[src/rtl/hazard_ctrl.sv]
`timescale 1ns/1ps
// hazard_ctrl: shadow scoreboard of the EX/MEM/WB slots of the 5-stage core.
// Drives operand forwarding, load-use/RAW stalls, redirect flushes and the memory-wait freeze.
module hazard_ctrl #(
    parameter int REG_AW  = 5,
    parameter int MEM_LAT = 1,
    parameter int FWD_EN  = 1
) (
    input  logic              clk,
    input  logic              rst,
    input  logic              id_valid_i,
    input  logic [REG_AW-1:0] id_rs1_i,
    input  logic [REG_AW-1:0] id_rs2_i,
    input  logic              id_rs1_used_i,
    input  logic              id_rs2_used_i,
    input  logic [REG_AW-1:0] id_rd_i,
    input  logic              id_rd_we_i,
    input  logic              id_is_load_i,
    input  logic              id_is_mem_i,
    input  logic              ex_pc_src_i,
    output logic              stall_if_o,
    output logic              stall_id_o,
    output logic              flush_id_o,
    output logic              flush_ex_o,
    output logic [1:0]        fwd_a_sel_o,
    output logic [1:0]        fwd_b_sel_o,
    output logic              mem_busy_o
);

    localparam int               CNT_W    = (MEM_LAT > 1) ? $clog2(MEM_LAT) : 1;
    localparam logic [CNT_W-1:0] CNT_LAST = CNT_W'(MEM_LAT - 1);
    localparam logic [0:0]       ST_RUN   = 1'b0;
    localparam logic [0:0]       ST_WAIT  = 1'b1;

    logic              exValid_q, exWe_q, exIsLoad_q, exIsMem_q, exRs1Used_q, exRs2Used_q;
    logic [REG_AW-1:0] exRd_q, exRs1_q, exRs2_q;
    logic              memValid_q, memWe_q, memIsLoad_q, memIsMem_q;
    logic [REG_AW-1:0] memRd_q;
    logic              wbValid_q, wbWe_q;
    logic [REG_AW-1:0] wbRd_q;
    logic [CNT_W-1:0]  memCnt_q;
    logic [0:0]        state_q, state_d;

    logic exHit, memHit, wbHit, loadUse, rawAny, hazard;
    logic memBusy, freeze, advance, issue;
    logic stallIf, stallId, flushId, flushEx;
    logic [1:0] fwdA, fwdB;

    function automatic logic slotHit(input logic v, input logic we,
                                     input logic [REG_AW-1:0] rd, input logic [REG_AW-1:0] r);
        return v & we & (rd == r) & (r != '0);
    endfunction

    function automatic logic [1:0] fwdSel(input logic used, input logic [REG_AW-1:0] src,
                                          input logic exV, input logic mV, input logic mWe,
                                          input logic [REG_AW-1:0] mRd, input logic mLoad,
                                          input logic wV, input logic wWe,
                                          input logic [REG_AW-1:0] wRd);
        if (FWD_EN == 0 || !exV || !used) return 2'b00;
        // A load in MEM has no data yet; the load-use stall pushes it into WB first.
        if (slotHit(mV, mWe, mRd, src) && !mLoad) return 2'b01;
        if (slotHit(wV, wWe, wRd, src)) return 2'b10;
        return 2'b00;
    endfunction

    assign exHit   = (id_rs1_used_i & slotHit(exValid_q, exWe_q, exRd_q, id_rs1_i))
                   | (id_rs2_used_i & slotHit(exValid_q, exWe_q, exRd_q, id_rs2_i));
    assign memHit  = (id_rs1_used_i & slotHit(memValid_q, memWe_q, memRd_q, id_rs1_i))
                   | (id_rs2_used_i & slotHit(memValid_q, memWe_q, memRd_q, id_rs2_i));
    assign wbHit   = (id_rs1_used_i & slotHit(wbValid_q, wbWe_q, wbRd_q, id_rs1_i))
                   | (id_rs2_used_i & slotHit(wbValid_q, wbWe_q, wbRd_q, id_rs2_i));
    assign loadUse = id_valid_i & exIsLoad_q & exHit;
    assign rawAny  = id_valid_i & (exHit | memHit | wbHit);
    assign hazard  = (FWD_EN != 0) ? loadUse : rawAny;
    assign memBusy = memValid_q & memIsMem_q & (memCnt_q != CNT_LAST);

    always_comb begin
        state_d = state_q;
        freeze  = 1'b0;
        stallIf = 1'b0;
        stallId = 1'b0;
        flushId = 1'b0;
        flushEx = 1'b0;
        // The freeze starts on the cycle busy rises, before the state register catches up.
        case (state_q)
            ST_RUN: begin
                freeze = memBusy;
                if (memBusy) state_d = ST_WAIT;
            end
            ST_WAIT: begin
                freeze = memBusy;
                if (!memBusy) state_d = ST_RUN;
            end
            default: state_d = ST_RUN;
        endcase
        if (freeze) begin
            stallIf = 1'b1;
            stallId = 1'b1;
        end else if (ex_pc_src_i) begin
            flushId = 1'b1;
            flushEx = 1'b1;
        end else if (hazard) begin
            stallIf = 1'b1;
            stallId = 1'b1;
            flushEx = 1'b1;
        end
    end

    assign advance = ~freeze;
    assign issue   = advance & ~ex_pc_src_i & ~hazard & id_valid_i;
    assign fwdA    = fwdSel(exRs1Used_q, exRs1_q, exValid_q, memValid_q, memWe_q, memRd_q,
                            memIsLoad_q, wbValid_q, wbWe_q, wbRd_q);
    assign fwdB    = fwdSel(exRs2Used_q, exRs2_q, exValid_q, memValid_q, memWe_q, memRd_q,
                            memIsLoad_q, wbValid_q, wbWe_q, wbRd_q);

    assign stall_if_o  = stallIf & ~rst;
    assign stall_id_o  = stallId & ~rst;
    assign flush_id_o  = flushId & ~rst;
    assign flush_ex_o  = flushEx & ~rst;
    assign mem_busy_o  = memBusy & ~rst;
    assign fwd_a_sel_o = rst ? 2'b00 : fwdA;
    assign fwd_b_sel_o = rst ? 2'b00 : fwdB;

    always_ff @(posedge clk or posedge rst) begin
        if (rst) begin
            state_q     <= ST_RUN;
            memCnt_q    <= '0;
            exValid_q   <= 1'b0;
            exWe_q      <= 1'b0;
            exIsLoad_q  <= 1'b0;
            exIsMem_q   <= 1'b0;
            exRs1Used_q <= 1'b0;
            exRs2Used_q <= 1'b0;
            exRd_q      <= '0;
            exRs1_q     <= '0;
            exRs2_q     <= '0;
            memValid_q  <= 1'b0;
            memWe_q     <= 1'b0;
            memIsLoad_q <= 1'b0;
            memIsMem_q  <= 1'b0;
            memRd_q     <= '0;
            wbValid_q   <= 1'b0;
            wbWe_q      <= 1'b0;
            wbRd_q      <= '0;
        end else begin
            state_q   <= state_d;
            memCnt_q  <= memBusy ? memCnt_q + 1'b1 : '0;
            wbValid_q <= advance & memValid_q;
            wbWe_q    <= memWe_q;
            wbRd_q    <= memRd_q;
            if (advance) begin
                memValid_q  <= exValid_q;
                memWe_q     <= exWe_q;
                memIsLoad_q <= exIsLoad_q;
                memIsMem_q  <= exIsMem_q;
                memRd_q     <= exRd_q;
                exValid_q   <= issue;
                exWe_q      <= id_rd_we_i;
                exIsLoad_q  <= id_is_load_i;
                exIsMem_q   <= id_is_mem_i;
                exRs1Used_q <= id_rs1_used_i;
                exRs2Used_q <= id_rs2_used_i;
                exRd_q      <= id_rd_i;
                exRs1_q     <= id_rs1_i;
                exRs2_q     <= id_rs2_i;
            end
        end
    end

endmodule
[config.mk]
export PLATFORM = sky130hd
export DESIGN_NAME = hazard_ctrl
export DESIGN_NICKNAME = d
export VERILOG_FILES = /design/src/rtl/hazard_ctrl.sv
export SDC_FILE = /design/constraint.sdc
export NUM_CORES = 1
export LEC_CHECK = 0
export CAP_MARGIN = 30
export CORE_ASPECT_RATIO = 1.75
export CORE_MARGIN = 5
export CORE_UTILIZATION = 46
export DETAILED_ROUTE_END_ITERATION = 10
export GPL_ROUTABILITY_DRIVEN = 0
export PLACE_DENSITY = 0.81
export SLEW_MARGIN = 40
export SYNTH_ARGS = -nofsm -noshare
export SYNTH_HDL_FRONTEND = slang
export SYNTH_SLANG_ARGS = --single-unit
[constraint.sdc]
create_clock -name clk -period 2.3 [get_ports clk]
set_clock_uncertainty 0.05 [all_clocks]
set_input_delay 0.46 -clock clk [delete_from_list [all_inputs] [get_ports clk]]
set_output_delay 0.46 -clock clk [all_outputs]
set_load 0.1 [all_outputs]
* After elaboration in Yosys (flattened, before gate mapping)
Cells that the tools add are included.
Word-level totals: register bits after elaboration 38, input bits 24, output and inout port bits 9, logic and storage cells 105
Operators by class: add/subtract/negate cells 1, equality and inequality tests 6, muxes and demuxes 34, bitwise gates (word level) 34, reduce and logical (&&, ||, !) cells 12
Operators with widths (number):
- $eq 5x5->1 | 6
- $and 1x1->1 | 29
- $mux 2 | 14
- $mux 1 | 20
- $reduce_bool 5->1 | 4
- $logic_not 1->1 | 4
- $not 1->1 | 4
- $logic_and 1x1->1 | 2
- $logic_or 1x1->1 | 2
- $add 1x1->1 const B | 1
- $or 1x1->1 | 1

* Depth between registers and ports, before layout
Gate-level depths: netlist of the first run.
depth in word-level cells 12, depth in mapped cells 6, depth with buffers taken out 5

* Least setup slack after synthesis of the first run
OpenSTA, ideal clock, no wires.
path kind in2out, start point input rst, end point output stall_if_o, arrival time 4.420 ns, data required time 1.790 ns, path slack -2.630 ns, cell stages on the path 4, path buffers 1, cell sequence inv_1 nand2_1 o32ai_1 buf_4
Between the ends: cells in the longest elaborated chain, start to end 2
Ends and longest elaborated chain:
- start: declaration | line 10 | input logic rst,
- $not 1->1
- $and 1x1->1
- end: declaration | line 21 | output logic stall_if_o,
Every way passes these cells.

* Worst setup path in the final report of the first run
start point register exRd_q[3], end point output stall_id_o
Between the ends: cells in the longest elaborated chain, start to end 10, elaborated cells on any way between the ends 14, those cells by class eq/ne (2); mux (3); bitwise (9)
Ends and longest elaborated chain:
- start: declaration | line 36 | logic [REG_AW-1:0] exRd_q, exRs1_q, exRs2_q;
- start signal: assignment | line 163 | exRd_q <= id_rd_i;
- $eq 5x5->1 | line 51 | return v & we & (rd == r) & (r != '0);
- $and 1x1->1 (2 in a row) | line 51
- $and 1x1->1 (on tied branches) | line 66, 67
- $or 1x1->1 (*) | line 67 | | (id_rs2_used_i & slotHit(exValid_q, exWe_q, exRd_q, id_rs2_i));
- $and 1x1->1 (*) | line 72 | assign loadUse = id_valid_i & exIsLoad_q & exHit;
- $mux 1 (*) | line 102 | end else if (hazard) begin
- $mux 1 (*) | line 99 | end else if (ex_pc_src_i) begin
- $mux 1 (*) | line 96 | if (freeze) begin
- $and 1x1->1 (*) | line 117 | assign stall_id_o = stallId & ~rst;
- end: declaration | line 22 | output logic stall_id_o,
Mark *: on every way between the ends. The rest lies on a longest branch, timed or not.

==> flow_summary_export.csv, run 1 <==
group,metric,value,unit
worst_setup_path,cp.required,1.79,ns
cts,cts-htree-levels,2,
placement,dp_slack,-0.5717,ns
yosys,synth.distinct_cells,26,
layout,final_common_cell,"nand2_1",
worst_setup_path,end_kind,"primary output",
worst_setup_path,ff2ff_path_depth,7,
layout,area_growth_syn_to_layout,56.00,%
cts,path_clk_slew,0.07,ns
worst_setup_path,crit_fanout,3,
floorplanning,boundaryPins,33,
yosys,syn-cell-area,1814,um^2
yosys,yosys_warnings,0,
worst_setup_path,critical_path_class,"reg2out",
cts,cts_root_buf,"clkbuf_8",
floorplanning,die_h,93.08,um
worst_setup_path,worstPathArrival,2.08,ns
yosys,synth_compound_area_share,3.379,%
layout,num_antenna_cells,0,
worst_setup_path,r2r_start,"exRd_q[3]$_DFFE_PP0N_",
sta,timing.final.crit_share,112.6,%
drt,wl,5249,um
sta,layout_min_cycle_time,2.590,ns
sta,rsz0062_at_grt,"yes",
floorplanning,num_rows,30,
cts,clock_latency,0.28,ns
yosys,synth_nets,225,
cts,cts_sinks,38,
power_and_ir_drop,power.density,578.8,nW/um^2
grt,grt_pass1_vias,1777,
drt,dr.first_iter.drc_count,62,
floorplanning,initial_utilization,46.93,%
hold_path,worstHoldPathCells,3,
drt,num_vias,1717,
yosys,synth-seq-area-share,52.41,%
sta,hold_viol,0,
grt,track_usage,19.95,%
yosys,synth_seq_cells,38,
placement,port_buffers,32,
layout,drive_above_1_share,33.82,%
drt,antenna_left,0,
sta,setup_viol,7,
yosys,synth_xor_area_share,13.52,%
yosys,synthSimpleGateAreaFrac,28.41,%
status,violations,"setup timing",
grt,antenna_found_initial,0,
yosys,synth.top_cell.area_share,52.41,%
cts,clock_path_buffers,2,
yosys,synth_top_area_cell,"dfrtp_1",
worst_setup_path,startpoint_type,"register",
layout,nets,296,
placement,dpl.hpwl,3464,um
hold_path,hold-path-endpoint,"exRs1_q[2]$_DFFE_PP0N_",
yosys,synth_top_family_by_area,"simple AND/OR/NAND/NOR gates",
sta,layout_setup_ws,-0.2897,ns
yosys,syn_inst,201,
drt,first_pass_iters,4,
hold_path,hold_class,"in2reg",
grt,grt_first_pass_wirelength,8128,um
yosys,synth_fa_ha_area_share,0,%
floorplanning,die_width,57.48,um
floorplanning,fp.coreArea,3866,um^2
drt,drc_errors,0,
worst_setup_path,rrSetupSlack,0.71,ns
sta,slew_violations,0,
worst_setup_path,r2r_end,"exValid_q$_DFFE_PP0N_",
yosys,syn_avg_cell_area,9.026,um^2
hold_path,worstHoldStart,"id_rs1_i[2]",
grt,grt_max_degree,39,
drt,post_drt_wl_per_cell,16.40,um
power_and_ir_drop,max-vdd-ir-drop,0.4626,mV
cts,numCtsBuffers,5,
sta,fmax,386.1,MHz
status,status,"finished with violations",
drt,viasPerCell,5.366,
yosys,synthTopCellsByArea,"dfrtp_1 (52%), nand2_1 (17%), xnor2_1 (9.7%)",
power_and_ir_drop,power_leakage,1.279,nW
grt,grt_overflow,0,
job,maxCapViolCount,0,
floorplanning,dieArea,5350,um^2
cts,cts_tree,"yes",
layout,fin_util,73.20,%
yosys,yosys-mux-area-fraction,0,%
layout,layout_common_cells,"nand2_1 (83), buf_4 (36), dfrtp_1 (34)",
==> cells in the mapped netlist <==
master / n
nand2_1: 83
dfrtp_1: 38
xnor2_1: 20
xor2_1: 8
nor4_1: 7
clkbuf_1: 6
nand3_1: 5
nand4_1: 5
nor2_1: 5
and3_1: 4
or4_1: 3
inv_1: 2
nand2b_1: 2
a21boi_0: 1
a21o_1: 1
a21oi_1: 1
a22o_1: 1
a41oi_2: 1
and2_1: 1
buf_4: 1
conb_1: 1
nor2b_1: 1
nor3_1: 1
nor3b_1: 1
o31ai_1: 1
o32ai_1: 1
==> through the flow <==
stage,cells,power [W],cell area (um^2),hold WS (ns),TNS [ns]
6_report,320,0.001638,2830,0.4006,-0.9216
5_1_grt,320,0.001721,2830,0.4080,-1.483
2_1_floorplan,201,0.001005,1948,0.3235,-2.101
3_5_place_dp,295,0.001155,2534,0.3434,-2.047
4_1_cts,315,0.001608,2763,0.3697,-1.100
3_3_place_gp,295,0.001139,2534,0.3340,-2.025
==> state kept, by name, indices dropped and copies added, names as in the netlist, 5 cells and up <==
| register | flops |
|---|---|
| memRd_q | 5 |
| exRs2_q | 5 |
| exRs1_q | 5 |
| exRd_q | 5 |
| wbRd_q | 5 |
==> worst max-delay path by stage <==
stage	from	endpoint	slack, ns	cells after the start
2_1_floorplan	id_rs2_i[3]	stall_if_o	-0.57	5
3_3_place_gp	id_rs2_i[3]	stall_id_o	-0.59	7
3_5_place_dp	id_rs2_i[3]	stall_id_o	-0.57	7
4_1_cts	exRd_q[3]$_DFFE_PP0N_	stall_id_o	-0.32	8
5_1_grt	exRd_q[0]$_DFFE_PP0N_	stall_if_o	-0.41	7
6_report	exRd_q[3]$_DFFE_PP0N_	stall_id_o	-0.29	8
==> worst max-delay path, stage by stage, from the launching register on <==
cell and delay, ns:
dfrtp_1 0.41, buf_6 0.13, xnor2_2 0.11, nand4_1 0.18, nor4_4 0.22, a41oi_2 0.07, buf_6 0.16, o32ai_4 0.30
buf_12 0.22
==> final cells by class <==
| type | instances | area, um^2 |
|---|---|---|
| multi-input cells | 154 | 1042 |
| well taps | 48 | 60.06 |
| clock buffers | 5 | 68.82 |
| repair buffers | 71 | 681.9 |
| inverters | 2 | 11.26 |
| fillers | 248 | 1036 |
| flip-flops and latches | 38 | 955.9 |
| clock inverters | 2 | 10.01 |
==> layer usage <==
layer | vias up | GRT usage, % | part of all wire [%]
met5 | - | 0 | 0
met2 | 72 | 35.47 | 56
met1 | 825 | 21.31 | 34
met3 | 26 | 2.348 | 4.6
met4 | 0 | 13.35 | 6.0
li1 | 794 | - | -
==> cells by family after synthesis <==
family,after synthesis
xor+xnor,28
other cells,1
buf+inv,9
compound gates,7
simple gates,118
flops,38
==> report_power, final <==
group | internal, W | switching (W) | leakage, nW | total, W
sequential | 0.000734 | 0.0000641 | 0.447 | 0.000798
combinational | 0.000201 | 0.000211 | 0.789 | 0.000412
clock | 0.000203 | 0.000225 | 0.0438 | 0.000428
==> repair_timing <==
item,in CTS,in global routing
hold buffers,0,0
pin swaps,12,7
gates resized for setup,27,19
buffers inserted,13,5
endpoints found under the setup margin,7,7
(Power assumes the default switching activity.)
==> inputs of run 2 (changes only) <==
--- a/config.mk
+++ b/config.mk
@@ -9,9 +9,11 @@
 export CORE_ASPECT_RATIO = 1.75
 export CORE_MARGIN = 5
 export CORE_UTILIZATION = 46
+export CTS_CLUSTER_DIAMETER = 150
 export DETAILED_ROUTE_END_ITERATION = 10
 export GPL_ROUTABILITY_DRIVEN = 0
 export PLACE_DENSITY = 0.81
+export SETUP_SLACK_MARGIN = 0.3
 export SLEW_MARGIN = 40
 export SYNTH_ARGS = -nofsm -noshare
 export SYNTH_HDL_FRONTEND = slang
==> flow_summary_export.csv, run 2 (same netlist as run 1, synthesis figures left out) <==
group,metric,value,unit
status,status,"finished with violations",
status,violations,"setup timing",
layout,drive_above_1_share,36.56,%
drt,antenna_left,0,
drt,dr.first_iter.drc_count,45,
placement,dp_slack,-0.5480,ns
worst_setup_path,cp.required,1.79,ns
power_and_ir_drop,max-vdd-ir-drop,0.5460,mV
floorplanning,dieArea,5350,um^2
sta,timing.final.crit_share,111.2,%
cts,cts-htree-levels,2,
layout,layout_common_cells,"nand2_1 (83), buf_4 (38), dfrtp_1 (35)",
grt,antenna_found_initial,0,
power_and_ir_drop,power.density,577.1,nW/um^2
sta,fin_setup_tns,-0.9091,ns
layout,fin_util,77.02,%
drt,first_pass_iters,4,
job,maxCapViolCount,0,
grt,grt_pass1_vias,1823,
floorplanning,initial_utilization,46.93,%
placement,dpl.hpwl,3473,um
floorplanning,fp.coreArea,3866,um^2
cts,clock_path_buffers,2,
power_and_ir_drop,clkPwrFrac,27.5,%
power_and_ir_drop,p_int,0.001196,W
worst_setup_path,end_kind,"primary output",
cts,ctsHoldBuffers,0,
cts,cts_sinks,38,
sta,rsz0062_at_grt,"yes",
layout,final_common_cell,"nand2_1",
sta,layout_setup_ws,-0.2571,ns
grt,grt_max_degree,34,
cts,path_clk_slew,0.07,ns
power_and_ir_drop,power_leakage,1.344,nW
worst_setup_path,worstPathArrival,2.05,ns
sta,layout_min_cycle_time,2.557,ns
cts,numCtsBuffers,5,
power_and_ir_drop,switching_share,30.42,%
cts,cts_tree,"yes",
power_and_ir_drop,p_switching,0.0005227,W
cts,cts_root_buf,"clkbuf_8",
sta,hold_viol,0,
floorplanning,die_h,93.08,um
worst_setup_path,crit_fanout,3,
cts,clock_latency,0.29,ns
layout,nets,302,
drt,num_vias,1733,
sta,whs,0.2691,ns
power_and_ir_drop,seqPwrFrac,46.5,%
worst_setup_path,startpoint_type,"input pin",
drt,drc_errors,0,
sta,fmax,391.1,MHz
placement,port_buffers,32,
worst_setup_path,critical_path_class,"in2out",
sta,setup_viol,6,
sta,slew_violations,0,
layout,area_growth_syn_to_layout,64.14,%
grt,grt_overflow,0,
grt,track_usage,21.59,%
power_and_ir_drop,pwr-share-comb,26.0,%
drt,post_drt_wl_per_cell,16.81,um
grt,grt_first_pass_wirelength,8735,um
floorplanning,die_width,57.48,um
floorplanning,boundaryPins,33,
floorplanning,num_rows,30,
drt,viasPerCell,5.300,
layout,num_antenna_cells,0,
drt,wl,5497,um
hold_path,hold_class,"in2async",
run 2: critical path: stages:
cell and delay [ns]:
clkdlybuf4s15_2 0.24, xor2_1 0.18, nor4_2 0.30, a41oi_2 0.18, buf_6 0.16, o32ai_4 0.30
buf_12 0.22
run 2: layout make-up:
class | count | area (um^2)
Fill cell | 210 | 888.4
Multi-Input combinational cell | 154 | 1099
Tap cell | 48 | 60.06
Inverter | 2 | 15.01
Timing Repair Buffer | 77 | 758.2
Sequential cell | 38 | 954.7
Clock buffer | 7 | 86.33
Clock inverter | 1 | 5.005
run 2: layer usage:
layer  global-route usage (%)  wire, um  vias to the layer above  part of all wire [%]
li1                         -         -                      802                     -
met1                    21.80      1947                      850                    35
met2                    40.57      3124                       61                    57
met3                    2.348       165                       20                   3.0
met4                    12.96       260                        0                   4.7
met5                        0         0                        -                     0
run 2: final timing paths:
kind	startpoint	end	slack, ns	cells after the start
worst min register to register	exIsMem_q$_DFFE_PP0N_	memIsMem_q$_DFFE_PP0N_	0.43	1
worst max-delay path	id_rs2_i[2]	stall_id_o	-0.26	7
max in group asynchronous	rst	memRd_q[2]$_DFFE_PP0N_	1.36	5
worst min-delay path	rst	exIsLoad_q$_DFFE_PP0N_	0.27	4
min in group clk	id_rs1_i[2]	exRs1_q[2]$_DFFE_PP0N_	0.37	3
worst max register to register	exRd_q[2]$_DFFE_PP0N_	exValid_q$_DFFE_PP0N_	0.74	5
run 2: power groups by stage:
| stage | registers, W | clock network [W] | logic [W] |
|---|---|---|---|
| global route | 0.000807 | 0.000510 | 0.000479 |
| floorplan | 0.000801 | 0 | 0.000207 |
| finish | 0.000800 | 0.000473 | 0.000446 |
| CTS | 0.000794 | 0.000469 | 0.000402 |
| global placement | 0.000810 | 0 | 0.000338 |
| detailed placement | 0.000815 | 0 | 0.000346 |
run 2: what timing repair did:
| item | in CTS | in global routing |
|---|---|---|
| pin swaps | 17 | 11 |
| resized for setup | 33 | 25 |
| setup endpoints to repair | 8 | 8 |
| buffers inserted | 17 | 4 |
run 2: per-stage QoR:
| stage | power (W) | cell area [um^2] | std cells |
|---|---|---|---|
| final | 0.001719 | 2978 | 327 |
| after global routing | 0.001796 | 2978 | 327 |
| after CTS | 0.001665 | 2863 | 323 |
| after detailed placement | 0.001160 | 2587 | 298 |
| after global placement | 0.001147 | 2587 | 298 |
| after floorplan | 0.001008 | 1979 | 201 |
==> inputs of run 3 (changes only) <==
--- a/config.mk
+++ b/config.mk
@@ -5,14 +5,15 @@
 export SDC_FILE = /design/constraint.sdc
 export NUM_CORES = 1
 export LEC_CHECK = 0
+export ABC_AREA = 1
 export CAP_MARGIN = 30
 export CORE_ASPECT_RATIO = 1.75
 export CORE_MARGIN = 5
-export CORE_UTILIZATION = 46
+export CORE_UTILIZATION = 47
 export CTS_CLUSTER_DIAMETER = 150
 export DETAILED_ROUTE_END_ITERATION = 10
 export GPL_ROUTABILITY_DRIVEN = 0
-export PLACE_DENSITY = 0.81
+export PLACE_DENSITY = 0.82
 export SETUP_SLACK_MARGIN = 0.3
 export SLEW_MARGIN = 40
 export SYNTH_ARGS = -nofsm -noshare
==> flow_summary_export.csv, run 3 <==
group,metric,value,unit
worst_setup_path,crit_fanout,3,
floorplanning,boundaryPins,33,
layout,layout_common_cells,"nand2_1 (67), dfrtp_1 (36), inv_1 (23)",
yosys,ys.flop_type,"dfrtp_1",
layout,nets,326,
cts,cts_root_buf,"clkbuf_8",
yosys,synth_common_cells,"nand2_1 (70), dfrtp_1 (38), inv_1 (34)",
sta,hold_viol,0,
floorplanning,die_width,58.58,um
job,maxCapViolCount,0,
grt,antenna_found_initial,0,
yosys,synth_seq_cells,38,
layout,ff_latch_area,953.4,um^2
layout,num_antenna_cells,0,
hold_path,hold-path-endpoint,"wbWe_q$_DFF_PP0_",
grt,grt_first_pass_wirelength,8176,um
drt,antenna_left,0,
drt,num_vias,1842,
status,status,"finished clean",
drt,post_drt_wl_per_cell,13.91,um
layout,multi_input_area,945.9,um^2
worst_setup_path,critical_path_class,"in2out",
worst_setup_path,cp_num_buf_inv,2,
yosys,syn_avg_cell_area,7.701,um^2
yosys,syn_inst,252,
yosys,yosys_warnings,0,
worst_setup_path,slowest_stage,"dlygate4sd2_1",
drt,viasPerCell,5.233,
yosys,synth.top_cell.area_share,49.00,%
sta,setup_viol,0,
yosys,synth_edf_count,0,
worst_setup_path,worstPathCellList,"dlygate4sd2_1 > xor2_1 > nor2_1 > nand3_1 > nand2_2 > nand2_4 > o21bai_4 > buf_12",
power_and_ir_drop,max-vdd-ir-drop,0.4073,mV
hold_path,worstHoldStart,"memWe_q$_DFFE_PP0N_",
layout,n_fill_cell,314,
yosys,synth_nets,276,
worst_setup_path,r2r_end,"exRs1_q[4]$_DFFE_PP0N_",
layout,drive_above_1_share,26.40,%
floorplanning,dieArea,5565,um^2
layout,area_growth_syn_to_layout,40.55,%
layout,fin_util,66.97,%
sta,rsz0062_at_grt,"yes",
yosys,yosys.cell_count.top_type,"nand2_1",
grt,track_usage,19.47,%
cts,cts-htree-levels,2,
cts,clock_path_buffers,2,
floorplanning,fp.coreArea,4073,um^2
power_and_ir_drop,power,0.001624,W
drt,drc_errors,0,
sta,whs,0.3920,ns
placement,dpl.hpwl,3758,um
sta,fin_setup_tns,0,ns
sta,fmax,440.6,MHz
grt,grt_pass1_vias,1883,
sta,slew_violations,0,
worst_setup_path,end_kind,"primary output",
cts,clock_latency,0.29,ns
floorplanning,initial_utilization,47.65,%
worst_setup_path,worstPathArrival,1.76,ns
power_and_ir_drop,power.density,595.5,nW/um^2
drt,wl,4896,um
yosys,synthTopCellsByArea,"dfrtp_1 (49%), nand2_1 (14%), inv_1 (6.6%)",
worst_setup_path,rrSetupSlack,0.80,ns
sta,layout_min_cycle_time,2.270,ns
floorplanning,num_rows,31,
sta,timing.final.crit_share,98.68,%
hold_path,hold_class,"reg2reg",
layout,final_common_cell,"nand2_1",
grt,grt_max_degree,50,
cts,numCtsBuffers,5,
cts,cts_tree,"yes",
drt,dr.first_iter.drc_count,60,
yosys,synth.distinct_cells,28,
cts,cts_sinks,38,
cts,ctsHoldBuffers,0,
power_and_ir_drop,power_leakage,1.355,nW
worst_setup_path,ff2ff_path_depth,5,
yosys,synth-seq-area-share,49.00,%
worst_setup_path,r2r_start,"memValid_q$_DFFE_PP0N_",
floorplanning,die_h,95.01,um
worst_setup_path,startpoint_type,"input pin",
worst_setup_path,slowest_delay,0.27,ns
yosys,synthArstFlopShare,100.0,%
yosys,synth_top_area_cell,"dfrtp_1",
grt,grt_overflow,0,
hold_path,worstHoldPathCells,0,
placement,port_buffers,32,
worst_setup_path,cp.required,1.79,ns
cts,path_clk_slew,0.07,ns
yosys,syn-cell-area,1941,um^2
drt,first_pass_iters,4,
worst_setup_path,crit_family,"buffers and inverters",
[run 3: cell count changes after synthesis, moves of 7 or more]
cell,delta
nor4_1,-7
xnor2_1,-18
inv_1,+32
nor2_1,+16
nand2_1,-13
o21ai_1,+11
o21ai_0,+17
nand3_1,+7
[run 3: per-stage QoR]
stage	setup WS, ns	cell area [um^2]	instances
after detailed placement	-0.1830	2537	337
final	0.03035	2728	352
after CTS	0.05165	2680	350
after global routing	-0.04068	2728	352
after floorplan	-0.1335	2031	252
after global placement	-0.1448	2537	337
[run 3: how the worst max path moves through the flow]
stage	endpoint	from	slack (ns)	cells after the start
after floorplan	fwd_a_sel_o[0]	rst	-0.13	3
after global placement	stall_id_o	id_rs2_i[0]	-0.14	10
after detailed placement	stall_if_o	id_rs2_i[0]	-0.18	10
after CTS	stall_if_o	exValid_q$_DFFE_PP0N_	0.05	9
after global routing	stall_if_o	exValid_q$_DFFE_PP0N_	-0.04	9
final	stall_id_o	id_rs2_i[1]	0.03	8
[run 3: what timing repair did]
action,CTS,global route
buffers inserted,5,2
endpoints found under the setup margin,9,8
resized for setup,28,14
pin swaps,20,20
[run 3: logic make-up (layout without fill, tap and decap cells)]
kind of cell           after synthesis  in the layout  share of synthesized area [%]
AO/OA/AOI/OAI                       39             39                          11.22
buffers and inverters               45             96                          8.962
other                                1              1                         0.1932
flip-flops                          38             38                          49.00
XOR/XNOR                             8              8                          3.611
AND/OR/NAND/NOR                    121            121                          27.02
[run 3: cell type report]
class	instances	area share, %
clock inverter	1	0.1835
clock buffer	7	3.165
timing repair buffer	49	19.27
multi-input combinational	169	34.68
inverter	39	5.505
sequential	38	34.95
tap	49	2.248
[run 3: metal layers]
layer / up-vias / routed length, um / track usage [%]
met4: 0 / 224 / 12.48
met1: 883 / 1789 / 20.19
met5: - / 0 / 0
li1: 892 / - / -
met3: 18 / 144 / 2.462
met2: 49 / 2737 / 35.54
[run 3: report_power, final]
part           internal [W]  switching [W]  leakage [nW]
registers          0.000737      0.0000682         0.448
logic              0.000148       0.000216         0.859
clock network      0.000241       0.000214        0.0482
total               0.00113       0.000498          1.36
[run 3: worst reg2reg max path: cells and delay by family (launching register included)]
family | cells | cell delay, ns
AOI/OAI and AO/OA | 1 | 0.09
buffers and inverters | 2 | 0.57
DFF | 1 | 0.42
and+or+nand+nor | 2 | 0.25
